==> config.mk <==
export PLATFORM = sky130hd
export DESIGN_NAME = ft_fifo_bus_ctrl
export DESIGN_NICKNAME = d
export VERILOG_FILES = /design/src/rtl/ft_fifo_bus_ctrl.sv
export SDC_FILE = /design/constraint.sdc
export NUM_CORES = 1
export LEC_CHECK = 0
export CORE_MARGIN = 2
export CORE_UTILIZATION = 40
export DETAILED_ROUTE_END_ITERATION = 8
export PLACE_DENSITY = 0.68
export REMOVE_ABC_BUFFERS = 1
export SYNTH_ARGS = -nofsm -noshare
export SYNTH_HDL_FRONTEND = slang
export SYNTH_SLANG_ARGS = --single-unit
==> constraint.sdc <==
create_clock -name FT_CLK -period 6 [get_ports FT_CLK]
set_clock_uncertainty 0.05 [all_clocks]
set_input_delay 1.2 -clock FT_CLK [delete_from_list [all_inputs] [get_ports FT_CLK]]
set_output_delay 1.2 -clock FT_CLK [all_outputs]
set_load 0.005 [all_outputs]
==> src/rtl/ft_fifo_bus_ctrl.sv <==
// FT245-style synchronous FIFO bus sequencer: round-robin RX/TX ownership with a burst cap,
// OE/RD/WR sequencing and a turnaround cycle between directions.
module ft_fifo_bus_ctrl #(
  parameter int MAX_BURST = 512,
  parameter bit SEND_IMM  = 1'b1
) (
  input  logic        FT_CLK,
  input  logic        rst,
  input  logic        enable,
  input  logic        ft_rxf_n,
  input  logic        ft_txe_n,
  input  logic [7:0]  ft_data_i,
  output logic [7:0]  ft_data_o,
  output logic        ft_data_oe,
  output logic        ft_oe_n,
  output logic        ft_rd_n,
  output logic        ft_wr_n,
  output logic        ft_siwu_n,
  output logic [7:0]  rx_data,
  output logic        rx_valid,
  input  logic        rx_afull,
  input  logic [7:0]  tx_data,
  input  logic        tx_valid,
  output logic        tx_ready,
  output logic        busy,
  output logic [31:0] rx_cnt,
  output logic [31:0] tx_cnt
);

  localparam int BW = $clog2(MAX_BURST + 1);
  localparam logic [BW-1:0] BURST_MAX = BW'(MAX_BURST);

  localparam logic [2:0] S_IDLE   = 3'd0;
  localparam logic [2:0] S_RX_OE  = 3'd1;
  localparam logic [2:0] S_RX_RD  = 3'd2;
  localparam logic [2:0] S_RX_END = 3'd3;
  localparam logic [2:0] S_TX_WR  = 3'd4;
  localparam logic [2:0] S_TX_END = 3'd5;

  logic [2:0]    state, state_nxt;
  logic [BW-1:0] burst;
  logic [BW-1:0] burst_inc;
  logic          last_tx;
  logic          rx_req, tx_req, rd_now, tx_xfer, siwu_nxt;

  assign rx_req    = enable & ~ft_rxf_n & ~rx_afull;
  assign tx_req    = enable & ~ft_txe_n & tx_valid;
  assign rd_now    = (state == S_RX_RD) & ~ft_rxf_n;
  assign tx_xfer   = (state == S_TX_WR) & tx_valid & ~ft_txe_n;
  assign burst_inc = burst + 1'b1;

  assign ft_data_o = tx_data;
  assign ft_wr_n   = ~((state == S_TX_WR) & tx_valid);
  assign tx_ready  = tx_xfer;
  assign busy      = (state != S_IDLE);

  always_comb begin
    state_nxt = state;
    siwu_nxt  = 1'b1;
    case (state)
      S_IDLE: begin
        // On contention the direction not served last wins.
        if (rx_req && (!tx_req || last_tx)) state_nxt = S_RX_OE;
        else if (tx_req)                    state_nxt = S_TX_WR;
      end
      S_RX_OE: state_nxt = S_RX_RD;
      S_RX_RD: begin
        if (ft_rxf_n || rx_afull || !enable || (rd_now && burst_inc == BURST_MAX))
          state_nxt = S_RX_END;
      end
      S_RX_END: state_nxt = S_IDLE;
      S_TX_WR: begin
        if (ft_txe_n || !tx_valid || !enable || (tx_xfer && burst_inc == BURST_MAX)) begin
          state_nxt = S_TX_END;
          siwu_nxt  = ~(SEND_IMM & ~tx_valid);
        end
      end
      S_TX_END: state_nxt = S_IDLE;
      default:  state_nxt = S_IDLE;
    endcase
  end

  // Pin strobes are registered from the next state so they line up with the state they belong to.
  always_ff @(posedge FT_CLK or posedge rst) begin
    if (rst) begin
      state      <= S_IDLE;
      ft_oe_n    <= 1'b1;
      ft_rd_n    <= 1'b1;
      ft_data_oe <= 1'b0;
      ft_siwu_n  <= 1'b1;
      rx_valid   <= 1'b0;
      rx_data    <= 8'h00;
      rx_cnt     <= 32'd0;
      tx_cnt     <= 32'd0;
      last_tx    <= 1'b1;
      burst      <= '0;
    end else begin
      state      <= state_nxt;
      ft_oe_n    <= ~((state_nxt == S_RX_OE) || (state_nxt == S_RX_RD));
      ft_rd_n    <= ~(state_nxt == S_RX_RD);
      ft_data_oe <= (state_nxt == S_TX_WR);
      ft_siwu_n  <= siwu_nxt;
      rx_valid   <= rd_now;
      if (rd_now) begin
        rx_data <= ft_data_i;
        rx_cnt  <= rx_cnt + 32'd1;
      end
      if (tx_xfer) tx_cnt <= tx_cnt + 32'd1;
      if (state == S_IDLE && state_nxt != S_IDLE) begin
        last_tx <= (state_nxt == S_TX_WR);
        burst   <= '0;
      end else if (rd_now || tx_xfer) begin
        burst <= burst_inc;
      end
    end
  end

endmodule

==> flow_summary.ini, run 1 <==
[status]
outcome = completed

[cts]
clk_transition_reported_paths_ns = 0.08
tritoncts.num_buffers = 9
hold_buffer_count_at_cts = 0
ctsHtreeMaxLevel = 3
cts_setup_buffers = 0
clock_sink_count = 91
clk_latency_ns = 0.36
tritoncts = done
cts_repair_resize_count = 0
cts-root-buf = sky130_fd_sc_hd__clkbuf_8
max-clock-path-buffers = 2

[worst_setup_path]
critical_path_arrival_ns = 2.70
worst_setup_path_end_kind = output pin
timing.critical_path.from = tx_valid
worst_flop_to_flop_path_startpoint = state[2]
startpoint_type = input port
worst-setup-path-type = in -> out
worst-endpoint-required_ns = 4.75
worst-path-max-fanout = 5

[min_path]
timing.hold.worst.class = reg -> reg
hold_path.startpoint = rx_cnt[31]

[finish]
syn2layout_area_growth_pct = 29.7
final_core_util = 0.526
most-common-layout-cells = sky130_fd_sc_hd__clkdlybuf4s50_1 (94), sky130_fd_sc_hd__dfrtp_1 (87), sky130_fd_sc_hd__xnor2_1 (53)
design.final.nets = 482
final_layout_size_suffix_gt1_frac = 0.0913
fin_cells = 596
layout_commonest_cell = sky130_fd_sc_hd__clkdlybuf4s50_1
num_antenna_cells = 0

[yosys]
synth.ff_latch_count = 91
yosys_warnings = 0
synth_area_sq_mm = 0.00413
yosys.cell_types.count = 39
async_set_reset_flop_share_out_of_synthesis = 1.00
synth.avg_cell_area_sq_um = 11.4
netlist_instances = 362
synthFlopType = sky130_fd_sc_hd__dfrtp_1
synth-edff-count = 0
synth_seq_area_share = 0.552

[sta]
final_period_minus_worst_setup_slack_ns = 3.95
tightestPinTransition_ns = 0.921
hold_viol_final = 0
grt_setup_unrepaired = false
max-slew-margin-rel = 0.383
fmax_mhz = 253
final-max-slew-violation-count = 0
fin_tns_setup_ns = 0
finalCritPeriodShare = 0.658
final-setup-viol-count = 0

[placement]
portBuffers = 94
placedCellCount = 580
hpwlAfterDp_mm = 5.87
routabilityCongestion = 0.820

[grt]
globalRoute.totalOverflow = 0
groute.usage.overall = 0.156
antenna_found_initial = 0
grt_max_degree = 53
number_of_global_route_vias_before_repair = 3002
grt_pass1_wl_mm = 14.0

[drt]
post_drt_wl_per_cell_um = 13.8
top_layer_used = met4
route.final.wire_length_mm = 8.20
dr.pass1.iters = 4
wl_met2_mm = 3.89
antenna_violating_nets_post_route = 0
drcViolationCount = 0
avgViaCountPerCell = 4.98
dr_wl_met3_um = 355
vias_after_detailed_routing = 2970
met1_wire_length_mm = 3.86
initialDrtViolationCount = 76

[power_and_ir_drop]
ir_worst_vdd_mv = 0.127
power.leakage_nw = 2.30
power_density_mw_per_mm2 = 285

[floorplan]
die_h_um = 106
num_io_pins = 111
core-area_sq_mm = 0.0102
die_width_um = 106
initial_core_util = 0.406
placementRows = 37
die_area_sq_mm = 0.0112

[flow_run]
drv_cap = 0
## critical path, stage by stage
cell	delay (ns)
sky130_fd_sc_hd__clkdlybuf4s50_1	0.51
sky130_fd_sc_hd__and3b_1	0.21
sky130_fd_sc_hd__and2_1	0.24
sky130_fd_sc_hd__clkdlybuf4s50_1	0.54
## worst paths after layout
| kind | to | slack, ns | cells after the start |
|---|---|---|---|
| max in group asynchronous | tx_cnt[30] | 3.63 | 3 |
| min | rx_cnt[31] | 0.42 | 1 |
| min in group asynchronous | burst[8] | 1.19 | 2 |
| max | tx_ready | 2.05 | 4 |
| min reg2reg | rx_cnt[31] | 0.42 | 1 |
| max reg2reg | rx_cnt[24] | 3.33 | 6 |
## sequential cells by signal, summed over array words and instances, names as in the netlist
signal	flops
ft_siwu_n	1
ft_rd_n	1
last_tx	1
burst	10
rx_valid	1
tx_cnt	32
rx_cnt	32
rx_data	8
ft_data_oe	1
state	3
ft_oe_n	1
## power by group
group	leakage [nW]	internal (mW)	total (mW)	switching, mW
clock	0.0997	0.196	0.399	0.203
sequential	1.22	0.698	0.781	0.0828
combinational	0.976	0.209	0.348	0.139
## cells in the mapped netlist, drive strengths merged (5+ instances only)
library cell | instances | area [sq um]
dfrtp | 87 | 2180
xnor2 | 53 | 464
nand2 | 32 | 123
nor2 | 28 | 113
nand3 | 24 | 120
xor2 | 22 | 193
nand4 | 21 | 131
and3 | 13 | 81.3
buf | 10 | 72.6
mux2 | 10 | 113
nor3 | 7 | 50.1
and4 | 6 | 52.6
and2 | 5 | 33.8
## logic make-up after synthesis
| group | synth area share |
|---|---|
| buffers and inverters | 0.0230 |
| flip-flops | 0.552 |
| adder cells (fa/ha/maj) | 0.0121 |
| AO/OA/AOI/OAI | 0.0218 |
| multiplexers | 0.0345 |
| AND/OR/NAND/NOR | 0.198 |
| XOR/XNOR | 0.159 |
## stage by stage
step | area [sq um] | hold slack, ns | power (mW) | setup WS, ns
6_report | 5360 | 0.418 | 1.53 | 2.05
5_1_grt | 5360 | 0.436 | 1.62 | 2.00
4_1_cts | 5360 | 0.428 | 1.55 | 2.05
3_5_place_dp | 5170 | 0.412 | 1.15 | 2.06
3_3_place_gp | 5170 | 0.408 | 1.14 | 2.09
2_1_floorplan | 4050 | 0.418 | 0.952 | 2.39
## area by class of cell
type	count	area [sq um]
clock buffers	15	186
clock inverters	1	5.00
fillers	921	4820
inverters	3	12.5
multi-input cells	255	1760
flip-flops and latches	91	2280
well taps	136	170
repair buffers	95	948
## layer usage
| layer | global-route usage | vias to the layer above |
|---|---|---|
| li1 | - | 1418 |
| met1 | 0.211 | 1475 |
| met2 | 0.246 | 68 |
| met3 | 0.0396 | 9 |
| met4 | 0.0536 | 0 |
| met5 | 0 | - |
(Power assumes the default switching activity.)
==> run 2: changes to the inputs <==
Clock period 6 ns to 3.8 ns, I/O delays scaled along.
==> run 2 against run 1 <==
Sequential cell count did not move; sequential power increased by 57%; global-route usage down 0.57 points; hold slack improved by 0.0087 ns; core utilization is 0.29 points higher; critical path depth is the same; highest routed layer unchanged; setup slack got worse by 1.3 ns; clock power up 66%; critical path type unchanged; register-to-register slack worse by 1.8 ns; final cell count is the same.
==> flow_summary.ini, run 2 (same netlist as run 1, synthesis figures left out) <==
[status]
outcome = completed

[drt]
dr_wl_met3_um = 380
drcViolationCount = 0
initialDrtViolationCount = 88
route.final.wire_length_mm = 8.08
dr.pass1.iters = 4
post_drt_wl_per_cell_um = 13.6
met1_wire_length_mm = 3.84
vias_after_detailed_routing = 2942
avgViaCountPerCell = 4.94
top_layer_used = met4
antenna_violating_nets_post_route = 0
wl_met2_mm = 3.78

[floorplan]
num_io_pins = 111
die_h_um = 106
placementRows = 37
initial_core_util = 0.406
core-area_sq_mm = 0.0102
die_width_um = 106
die_area_sq_mm = 0.0112

[grt]
antenna_found_initial = 0
grt_pass1_wl_mm = 13.6
globalRoute.totalOverflow = 0
number_of_global_route_vias_before_repair = 2846
groute.usage.overall = 0.151
grt_max_degree = 47

[sta]
final-setup-viol-count = 0
grt_setup_unrepaired = false
max-slew-margin-rel = 0.435
hold_viol_final = 0
fmax_mhz = 327
final-max-slew-violation-count = 0
finalCritPeriodShare = 0.804
tightestPinTransition_ns = 0.848
final_period_minus_worst_setup_slack_ns = 3.05
fin_tns_setup_ns = 0

[power_and_ir_drop]
power_density_mw_per_mm2 = 454
ir_worst_vdd_mv = 0.305
power.leakage_nw = 2.30

[finish]
design.final.nets = 483
fin_cells = 596
syn2layout_area_growth_pct = 30.4
biggestRegsByFlops = rx_cnt: 32 flops, tx_cnt: 32 flops, burst: 10 flops
layout_commonest_cell = sky130_fd_sc_hd__clkdlybuf4s50_1
num_antenna_cells = 0
most-common-layout-cells = sky130_fd_sc_hd__clkdlybuf4s50_1 (94), sky130_fd_sc_hd__dfrtp_1 (87), sky130_fd_sc_hd__xnor2_1 (53)
fillers = 925
final_core_util = 0.529
final_layout_size_suffix_gt1_frac = 0.0957

[worst_setup_path]
worst-path-max-fanout = 5
worst-endpoint-required_ns = 2.99
endpoint = tx_ready
setup.reg_to_reg.worst_slack_ns = 1.54
max_stage_delay_ns = 0.53
critical-path-top-cell-by-count = sky130_fd_sc_hd__clkdlybuf4s50_1
worstReg2RegEnd = tx_cnt[29]
worst_setup_path_end_kind = output pin
startpoint_type = input port
worst_flop_to_flop_path_startpoint = state[0]
worst-path-stages = 4
path_cells = clkdlybuf4s50_1 -> and3b_1 -> and2_1 -> clkdlybuf4s50_1
slowest_cell_on_the_critical_path = sky130_fd_sc_hd__clkdlybuf4s50_1
length_in_cells_of_the_worst_reg_to_reg_path = 6
cp_num_buf_inv = 2
timing.critical_path.max_delay_family = buffers and inverters
worst-setup-path-type = in -> out
timing.critical_path.from = tx_valid
critical_path_arrival_ns = 2.24

[cts]
clk_latency_ns = 0.35
ctsHtreeMaxLevel = 3
cts_setup_buffers = 0
tritoncts.num_buffers = 9
clk_transition_reported_paths_ns = 0.09
clock_sink_count = 91
cts-root-buf = sky130_fd_sc_hd__clkbuf_8
cts_repair_resize_count = 0
tritoncts = done
hold_buffer_count_at_cts = 0
max-clock-path-buffers = 2

[placement]
placedCellCount = 581
portBuffers = 94
hpwlAfterDp_mm = 5.84
routabilityCongestion = 0.790

[min_path]
timing.hold.worst.class = reg -> reg

[flow_run]
drv_cap = 0
==> run 2: changes by cell type in the layout (fill, tap and decap cells not counted) <==
| cell | previous run | this run |
|---|---|---|
| sky130_fd_sc_hd__buf_12 | 0 | 1 |
| sky130_fd_sc_hd__clkbuf_8 | 13 | 11 |
| sky130_fd_sc_hd__bufinv_16 | 0 | 1 |
| sky130_fd_sc_hd__clkinvlp_4 | 0 | 2 |
| sky130_fd_sc_hd__clkbuf_1 | 2 | 0 |
==> run 2: worst min-delay path by stage <==
stage,startpoint,endpoint,cells after the start
CTS,tx_cnt[31],tx_cnt[31],1
floorplan,rx_cnt[31],rx_cnt[31],1
global placement,tx_cnt[31],tx_cnt[31],1
detailed placement,tx_cnt[31],tx_cnt[31],1
finish,tx_cnt[31],tx_cnt[31],1
global route,tx_cnt[31],tx_cnt[31],1
==> run 2: layout make-up <==
cell class	instances	area [sq um]	share of cell area
multi-input combinational	255	1760	0.326
tap	136	170	0.0316
timing repair buffer	96	968	0.180
clock inverter	4	50.0	0.00928
inverter	3	12.5	0.00232
clock buffer	11	151	0.0281
sequential	91	2280	0.423
==> run 2: where the power goes <==
part           switching, mW  internal [mW]  total (mW)  leakage, nW
Clock                  0.325          0.335       0.661       0.0974
Combinational          0.222          0.335       0.557        0.986
Sequential             0.129           1.10        1.23         1.22
Total                  0.676           1.77        2.45         2.30
==> run 2: routing by layer <==
layer,up-vias,global-route usage
met5,-,0
met4,0,0.0376
met3,6,0.0427
met2,77,0.230
met1,1439,0.212
li1,1420,-
==> run 2: worst reg2reg max path, delay by kind of cell (launching register included) <==
| family | cells | cell delay (ns) |
|---|---|---|
| XOR/XNOR | 1 | 0.14 |
| AND/OR/NAND/NOR | 5 | 1.49 |
| flip-flops | 1 | 0.47 |
==> run 2: per-stage QoR <==
stage / cell area, sq um / worst slack [ns] / hold slack (ns) / total power [mW]
CTS: 5390 / 0.736 / 0.428 / 2.48
finish: 5390 / 0.746 / 0.426 / 2.45
detailed placement: 5190 / 0.747 / 0.415 / 1.81
floorplan: 4050 / 0.633 / 0.418 / 1.50
global placement: 5190 / 0.772 / 0.408 / 1.80
global route: 5390 / 0.674 / 0.447 / 2.60
